--- src/rtl/dc_deger_pkg.sv ---
// Shared types and helpers for the JPEG DC value decoder and its EXTEND stage.
// The EXTEND offset helper is sized for the widest category a 4-bit field can carry.
package dc_deger_pkg;

  localparam int KATEGORI_GENISLIK = 4;
  localparam int OFSET_GENISLIK    = 16;

  typedef enum logic [1:0] {
    BOSTA = 2'd0,
    TOPLA = 2'd1,
    CIKIS = 2'd2
  } durum_e;

  // 2^cat - 1: what a negative magnitude is shifted down by.
  function automatic logic [OFSET_GENISLIK-1:0] genislet_ofset(
    input logic [KATEGORI_GENISLIK-1:0] kat
  );
    genislet_ofset = (OFSET_GENISLIK'(1) << kat) - OFSET_GENISLIK'(1);
  endfunction

endpackage

--- src/rtl/dc_deger_cozucu_genislet.sv ---
// Combinational JPEG EXTEND: turns cat raw magnitude bits into a signed difference.
// Shared with the AC path, so it does not assume anything about the caller's FSM.
module dc_genislet
  import dc_deger_pkg::*;
#(
  parameter int uzunluk = 11
) (
  input  logic [uzunluk-1:0]           ham_i,
  input  logic [KATEGORI_GENISLIK-1:0] kat_i,
  output logic signed [uzunluk:0]      fark_o
);

  logic                      ust_bit;
  logic [OFSET_GENISLIK-1:0] ofset;
  logic [uzunluk:0]          ham_genis;

  always_comb begin
    ust_bit = 1'b0;
    for (int i = 0; i < uzunluk; i++) begin
      if (int'(kat_i) == i + 1) begin
        ust_bit = ham_i[i];
      end
    end
  end

  assign ofset     = genislet_ofset(kat_i);
  assign ham_genis = {1'b0, ham_i};

  always_comb begin
    fark_o = '0;
    if (kat_i != '0) begin
      // A leading zero marks a negative value in the JPEG magnitude code.
      if (ust_bit) begin
        fark_o = $signed(ham_genis);
      end else begin
        fark_o = $signed(ham_genis - ofset[uzunluk:0]);
      end
    end
  end

endmodule

--- src/rtl/dc_deger_cozucu.sv ---
// Bit-serial JPEG DC decoder: category, then MSB-first magnitude bits, then
// EXTEND and accumulation onto the running DC predictor.
module dc_deger_cozucu
  import dc_deger_pkg::*;
#(
  parameter int uzunluk = 11
) (
  input  logic                         clk_i,
  input  logic                         rst_ni,
  input  logic                         en_i,
  input  logic [KATEGORI_GENISLIK-1:0] kategori_i,
  input  logic                         kategori_gecerli_i,
  output logic                         kategori_hazir_o,
  input  logic                         bit_i,
  input  logic                         bit_gecerli_i,
  output logic                         bit_hazir_o,
  output logic signed [uzunluk:0]      fark_o,
  output logic signed [uzunluk:0]      dc_o,
  output logic                         cikis_gecerli_o,
  input  logic                         cikis_hazir_i,
  input  logic                         tahmin_sifirla_i,
  output logic                         hata_o
);

  durum_e                         durum_q, durum_d;
  logic [KATEGORI_GENISLIK-1:0]   kat_q, kat_d;
  logic [uzunluk-1:0]             kaydir_q, kaydir_d;
  logic [KATEGORI_GENISLIK-1:0]   sayac_q, sayac_d;
  logic signed [uzunluk:0]        tahmin_q, tahmin_d;
  logic signed [uzunluk:0]        fark_q, fark_d;
  logic                           hata_q, hata_d;

  logic                           kat_aktar;
  logic                           bit_aktar;
  logic                           cikis_aktar;
  logic [uzunluk:0]               kaydir_genis;
  logic [uzunluk-1:0]             kaydir_yeni;
  logic [KATEGORI_GENISLIK-1:0]   sayac_yeni;
  logic signed [uzunluk:0]        genis_fark;

  // The incoming bit is folded in before EXTEND so the last bit needs no extra cycle.
  assign kaydir_genis = {kaydir_q, bit_i};
  assign kaydir_yeni  = kaydir_genis[uzunluk-1:0];
  assign sayac_yeni   = sayac_q + KATEGORI_GENISLIK'(1);

  dc_genislet #(
    .uzunluk (uzunluk)
  ) u_genislet (
    .ham_i  (kaydir_yeni),
    .kat_i  (kat_q),
    .fark_o (genis_fark)
  );

  always_comb begin
    kategori_hazir_o = en_i && (durum_q == BOSTA);
    bit_hazir_o      = en_i && (durum_q == TOPLA);
    cikis_gecerli_o  = (durum_q == CIKIS);
    fark_o           = fark_q;
    dc_o             = tahmin_q + fark_q;
    hata_o           = hata_q;
  end

  assign kat_aktar   = kategori_gecerli_i && kategori_hazir_o;
  assign bit_aktar   = bit_gecerli_i && bit_hazir_o;
  assign cikis_aktar = en_i && cikis_hazir_i && cikis_gecerli_o;

  always_comb begin
    durum_d  = durum_q;
    kat_d    = kat_q;
    kaydir_d = kaydir_q;
    sayac_d  = sayac_q;
    tahmin_d = tahmin_q;
    fark_d   = fark_q;
    hata_d   = hata_q;
    if (en_i) begin
      hata_d = 1'b0;
      unique case (durum_q)
        BOSTA: begin
          if (kat_aktar) begin
            kat_d    = kategori_i;
            kaydir_d = '0;
            sayac_d  = '0;
            if (kategori_i == '0) begin
              fark_d  = '0;
              durum_d = CIKIS;
            end else if (int'(kategori_i) > uzunluk) begin
              hata_d = 1'b1;
            end else begin
              durum_d = TOPLA;
            end
          end
        end
        TOPLA: begin
          if (bit_aktar) begin
            kaydir_d = kaydir_yeni;
            sayac_d  = sayac_yeni;
            if (sayac_yeni == kat_q) begin
              fark_d  = genis_fark;
              durum_d = CIKIS;
            end
          end
        end
        CIKIS: begin
          if (cikis_aktar) begin
            tahmin_d = dc_o;
            durum_d  = BOSTA;
          end
        end
        default: durum_d = BOSTA;
      endcase
      // A scan restart overrides any predictor update from the same edge.
      if (tahmin_sifirla_i) begin
        tahmin_d = '0;
      end
    end
  end

  always_ff @(posedge clk_i) begin
    if (!rst_ni) begin
      durum_q  <= BOSTA;
      kat_q    <= '0;
      kaydir_q <= '0;
      sayac_q  <= '0;
      tahmin_q <= '0;
      fark_q   <= '0;
      hata_q   <= 1'b0;
    end else begin
      durum_q  <= durum_d;
      kat_q    <= kat_d;
      kaydir_q <= kaydir_d;
      sayac_q  <= sayac_d;
      tahmin_q <= tahmin_d;
      fark_q   <= fark_d;
      hata_q   <= hata_d;
    end
  end

endmodule

--- config.mk ---
export PLATFORM = sky130hd
export DESIGN_NAME = dc_deger_cozucu
export DESIGN_NICKNAME = d
export VERILOG_FILES = /design/src/rtl/dc_deger_pkg.sv /design/src/rtl/dc_deger_cozucu_genislet.sv /design/src/rtl/dc_deger_cozucu.sv
export SDC_FILE = /design/constraint.sdc
export NUM_CORES = 1
export LEC_CHECK = 0
export BUFFER_PORTS_ARGS = -buffer_cell sky130_fd_sc_hd__clkbuf_2
export CAP_MARGIN = 20
export CORE_AREA = 2 2 107 109
export DETAILED_ROUTE_END_ITERATION = 7
export DIE_AREA = 0 0 109 111
export MAX_ROUTING_LAYER = met4
export PLACE_DENSITY = 0.54
export SYNTH_ARGS = -nofsm -noshare
export SYNTH_HDL_FRONTEND = slang
export SYNTH_SLANG_ARGS = --single-unit
--- constraint.sdc ---
create_clock -name clk_i -period 2.7 [get_ports clk_i]
set_input_delay 0.135 -clock clk_i [delete_from_list [all_inputs] [get_ports clk_i]]
set_output_delay 0.135 -clock clk_i [all_outputs]
set_load 0.03 [all_outputs]
# After elaboration in Yosys (flattened, before gate mapping)
# Cells that the tools add are included.
[word_totals] ramBits=0 in_bits=12 reg_bits=45 romBits=0 elab_cells=88 latch_bits=0 memories=0
[classes] reduce_logical=17 n_bitwise=0 add_sub_neg=4 n_mux=38 shift=1 div=0 eq_ne=20 n_lt_le_gt_ge=1 multipliers=0
[ops] operator="12-bit 2-to-1 mux" count=9
[ops] operator="4-bit == test, second input constant" count=8
[ops] operator="12-bit one-hot mux with 2 select lines" count=1
[ops] operator="10-bit 2-to-1 mux" count=2
[ops] operator="10-bit one-hot mux with 2 select lines" count=1
[ops] operator="1-bit 2-to-1 mux" count=15
[ops] operator="12-bit adder" count=1
[ops] operator="2-bit 2-to-1 mux" count=6
[ops] operator="6-bit AND reduction" count=2
[ops] operator="1-bit by 4-bit left shift with 12-bit output, first input constant" count=1
[ops] operator="11-bit by 12-bit subtractor with 12-bit output" count=1
[ops] operator="12-bit by 2-bit subtractor with 12-bit output, second input constant" count=1
[ops] operator="4-bit by 3-bit == test with 1-bit output, second input constant" count=2
[ops] operator="4-bit 2-to-1 mux" count=2
[ops] operator="4-bit one-hot mux with 2 select lines" count=1
[ops] operator="1-bit logical AND" count=6
[ops] operator="2-bit by 1-bit != test with 1-bit output, second input constant" count=3
[ops] operator="2-bit one-hot mux with 3 select lines" count=1
[ops] operator="3-bit AND reduction" count=2
[ops] operator="2-bit nonzero test" count=3
[ops] operator="4-bit by 1-bit adder with 4-bit output, second input constant" count=1
[ops] operator="4-bit by 2-bit == test with 1-bit output, second input constant" count=1
[ops] operator="4-bit == test" count=1
[ops] operator="4-bit > comparator, second input constant" count=1
[ops] operator="8 further kinds" count=9

# Longest topological paths before layout
[depth] word_depth=17 mapped_depth=14

# Hierarchy
# Synthesis repeated with hierarchy kept, for this count alone.
[unflattened] cells_unflattened=410 hier_area_um2=3429.5
[by_module_without_submodules] module="dc_deger_cozucu" cells_each=273 instances=1 area_each_um2=2448.6
[by_module_without_submodules] module="dc_genislet" cells_each=137 instances=1 area_each_um2=980.9

# Worst setup path before layout
# No wires, ideal clock.
[synth_path] path_type="register -> register" from="register kat_q[1]" to="register fark_q[11], in the netlist fark_o[11]" setup_ps=87 setup_slack_ps=-221 t_required_ps=2613 path_stages_with_launch=14 arrival_ps=2834 path_cell_list="dfxtp_1 > clkbuf_1 > nor2_1 > and2_1 > ha_1 > inv_1 > ha_1 > fa_1 > a211oi_1 > o21ai_0 > a31oi_1 > o21bai_1 > xnor2_1 > o31ai_1"
[synth_between] elab_chain_len=17 word_cells_on_any_way=34
[synth_lines] item="start: declaration" line_no="dc_deger_cozucu.sv:26" text="logic [KATEGORI_GENISLIK-1:0] kat_q, kat_d;"
[synth_lines] item="start signal: assignment" line_no="dc_deger_cozucu.sv:129" text="kat_q <= kat_d;"
[synth_lines] item="branches (longest 17 deep; another with 12-bit by 2-bit subtractor with 12-bit output)"
[synth_lines] item="end signal: assignment" line_no="dc_deger_cozucu.sv:133" text="fark_q <= fark_d;"
[synth_lines] item="end: declaration" line_no="dc_deger_cozucu.sv:30" text="logic signed [uzunluk:0] fark_q, fark_d;"
# Several ways; the timed one is not identified. The select of a mux whose other input is x is not followed.
# A chain may end at the register's enable or synchronous reset.

# Worst setup path in the final report
[layout_path] from="register kat_q[0]" to="register fark_q[11], in the netlist fark_o[11]"
# Same word-level chain as after synthesis.

==> summary.md <==
| Metric | Value |
|---|---|
| Worst slew slack as a fraction of its limit | 0.537 |
| Final nets | ~500 |
| Core area | 11,100 µm² |
| Worst-Margin Slew | between 600 and 700 ps |
| R2R Path End | fark_o[11]$_SDFFE_PN0P_ |
| Fin util | 0.371 |
| Final-report max-slew violation count | 0 |
| Total GRT Usage | 0.154 |
| Num CTS Buffers | 5 |
| Vias in the first global route | about 3,000 |
| Clk sinks | 45 |
| Initial Utilization | 0.292 |
| Initial antenna violation count | 0 |
| CTS root buf | clkbuf_16 |
| Largest net degree at the start of global routing | 35 |
| TritonCTS clock tree | built |
| Total grt overflow | 0 |
| Clock latency on the worst-skew pair | roughly 290 ps |
| CP startpoint | kat_q[0]$_SDFFE_PN0P_ |
| #FFs+latches synth | 45 |
| Worst setup path endpoint | fark_o[11]$_SDFFE_PN0P_ |
| Syn Inst Count | 388 |
| H-tree levels | 2 |
| Routed Antenna Nets | 0 |
| Post-synth EDFFs | 0 |
| Arr. time, crit path | between 2000 and 3000 ps |
| Vias per cell | about 5.2 |
| Mapped cell area | 3230 µm² |
| P per Cell Area | between 400 and 500 nW/µm² |
| Crit-path max FO | 5 |
| Die Area | 12,100 µm² |
| # fillers | 1,109 |
| R2R depth | 12 |
| HPWL Detailed | just under 7 mm |
| First-pass GRT wire length | 14.6 mm |
| Layout Skew | about 4 ps |
| Via count | 3,081 |
| Leakage | about 1.7 nW |
| Final setup violating endpoints | 0 |
| Fraction of layout cells with a size suffix above 1 | 0.245 |
| Worst setup EP type | flop |
| Post-Syn Nets | between 400 and 500 |
| First DRT Iteration DRCs | 161 |
| Netlist cell types | 54 |
| Maximum VDD drop | around 0.26 mV |
| Drt wl/cell | between 15 and 20 µm |
| Async S/R FF share, synth | 0 |
| Worst Setup Path Type | flop to flop |
| Synth Flop Type | dfxtp_1 |
| Post-route cell area | approximately 4000 µm² |
| Met1 Usage GRT | 0.187 |
| FF-to-FF Start | kat_q[0]$_SDFFE_PN0P_ |
| Final WL | 8.93 mm |
| Seq/Total Area, Yosys | 0.279 |
| Met3 Use GR | 0.0265 |
| Layout area overhead | 27.3% |
| RSZ-0062 raised after global routing | true |
| Syn Area/Cell | between 8 and 9 µm² |
| Area after DPL | ~3800 µm² |
| Die Width | ~110 µm |
| R2R Setup Slk | about 110 ps |
| Post-route DRC violation count | 0 |
| Row count | 39 |
| Worst hold path type | primary input to flop |
| Outcome | completed |
| GRT busiest layer | met2 |
| ANT cells | 0 |
| Tmin final | ~2600 ps |
| Maxcap violations | 0 |
| Final Wtd Congestion | 0.864 |
| Port Buffers | 39 |
| CTS clock-pin slew for the worst setup and hold paths | approximately 60 ps |
| Die height | about 110 µm |
| Synthesis Warnings | 0 |
| Hold-fix buffer count after cts | 0 |
| # IOs | 40 |
| Fin crit share | 0.958 |
| DR pass1 iterations | 4 |
| FMAX | ~390 MHz |
| Final Hold Fails | 0 |
| Met2 GRT Util | 0.251 |
| Setup crit start kind | flop |
| Max Root-Sink Buffers | 2 |
| Worst Path Required | approximately 2900 ps |
[report_power, final]
group | leakage, nW | total (mW) | internal [mW] | switching, mW
clock | 0.0938 | 0.788 | 0.528 | 0.260
sequential | 0.366 | 0.683 | 0.669 | 0.0139
combinational | 1.27 | 0.267 | 0.115 | 0.152
total | 1.73 | 1.74 | 1.31 | 0.425
[flip-flops by register name, indices dropped and copies added, names as in the netlist]
| signal | count |
|---|---|
| durum_q | 2 |
| fark_o | 12 |
| hata_o | 1 |
| kat_q | 4 |
| kaydir_q | 10 |
| sayac_q | 4 |
| tahmin_q | 12 |
[metal layers]
metal | wire length (µm) | vias to the layer above
met4 | 308 | 0
met5 | 0 | -
met2 | 4340 | 68
met3 | 296 | 23
li1 | - | 1544
met1 | 3980 | 1446
[what timing repair did]
item	in CTS	in global routing
pin swaps	2	10
setup endpoints to repair	2	6
setup buffers	0	2
gates resized for setup	7	23
[kinds of logic (layout without fill, tap and decap cells)]
group,Yosys count,count (layout),synth area share
adder cells (fa/ha/maj),35,35,0.140
flip-flops,45,45,0.279
AND/OR/NAND/NOR,123,123,0.184
AO/OA/AOI/OAI,111,111,0.234
buffers and inverters,32,93,0.0418
XOR/XNOR,24,24,0.0650
multiplexers,18,18,0.0565
[worst max-delay path: stages (launching register included)]
cell and delay, ps:
dfxtp_4 370, nor2b_4 140, and2_1 140, ha_1 260
inv_1 40, ha_1 220, fa_2 370, a211oi_2 280
o21ai_2 90, a31oi_1 200, o21bai_1 90, xnor2_1 140
o31ai_1 170
[cells in the final DEF (no fill, tap or decap), types with 4 or more instances in the layout]
cell type  netlist  routed
o21a_1           4       4
buf_4            3      34
xnor2_1         19      19
a21oi_1         19      17
nor2b_1         10       6
a31oi_1          5       4
nand3_1          9       9
o21ai_0         14      12
xor2_1           5       5
clkbuf_16        0       5
inv_1           12      12
nor2_1          41      39
nor4_1           5       4
mux2i_1         16      16
ha_1            33      29
nand2_1         31      31
o21bai_1         4       4
clkbuf_2         0      38
o21ai_1         10      11
and3_1           5       5
nor3_1           4       4
dfxtp_1         45      41
a21o_1           9       9
a22oi_1         22      22
[through the flow]
stage	hold WS (ps)	power, mW	setup slack (ps)	TNS [ps]	std cells
after floorplan	245	0.872	-17.1	-17.1	388
after global placement	455	0.952	20.8	0	582
after detailed placement	446	0.952	-15.2	-15.2	582
after CTS	143	1.76	1.21	0	590
after global routing	149	1.82	-75.9	-87.5	592
final	141	1.74	114	0	592
[Yosys cell counts, drive strengths merged, types with 2 or more instances]
master | n | area [µm²]
o21a | 4 | 30.0
and3 | 5 | 31.3
clkbuf | 13 | 48.8
nand4b | 2 | 17.5
dfxtp | 45 | 901
xor2 | 5 | 43.8
ha | 33 | 413
nor2 | 41 | 154
a311o | 2 | 20.0
a2111oi | 2 | 23.8
and2 | 4 | 25.0
mux2 | 2 | 22.5
a311oi | 2 | 17.5
a221oi | 2 | 23.8
fa | 2 | 40.0
nand4 | 3 | 18.8
a21oi | 19 | 95.1
nor4 | 6 | 43.8
a32oi | 2 | 17.5
nor3 | 4 | 20.0
a22oi | 22 | 165
inv | 12 | 45.0
a21o | 9 | 67.6
nand3 | 9 | 45.0
nand2 | 31 | 116
or3 | 2 | 12.5
xnor2 | 19 | 166
a31oi | 5 | 31.3
nor2b | 10 | 62.6
a211oi | 5 | 37.5
nor3b | 2 | 15.0
o211ai | 2 | 15.0
o21bai | 4 | 30.0
buf | 6 | 37.5
o21ai | 24 | 120
mux2i | 16 | 160
[worst min path at each step]
| stage | start | endpoint | slack (ps) | cells after the start |
|---|---|---|---|---|
| after floorplan | en_i | durum_q[0]$_SDFFE_PN0P_ | 250 | 1 |
| after global placement | en_i | durum_q[0]$_SDFFE_PN0P_ | 460 | 2 |
| after detailed placement | kategori_i[1] | kat_q[1]$_SDFFE_PN0P_ | 450 | 3 |
| after CTS | kategori_i[1] | kat_q[1]$_SDFFE_PN0P_ | 140 | 3 |
| after global routing | kategori_i[1] | kat_q[1]$_SDFFE_PN0P_ | 150 | 3 |
| final | kategori_i[1] | kat_q[1]$_SDFFE_PN0P_ | 140 | 3 |
[area by class of cell]
| type | count | area (µm²) | share of cell area |
|---|---|---|---|
| clock buffer | 5 | 125 | 0.0304 |
| clock inverter | 3 | 65.1 | 0.0158 |
| inverter | 13 | 48.8 | 0.0119 |
| multi-input combinational | 311 | 2340 | 0.568 |
| sequential | 45 | 913 | 0.222 |
| tap | 143 | 179 | 0.0435 |
| timing repair buffer | 72 | 445 | 0.108 |
No activity file was read; power rests on OpenSTA's default activity.
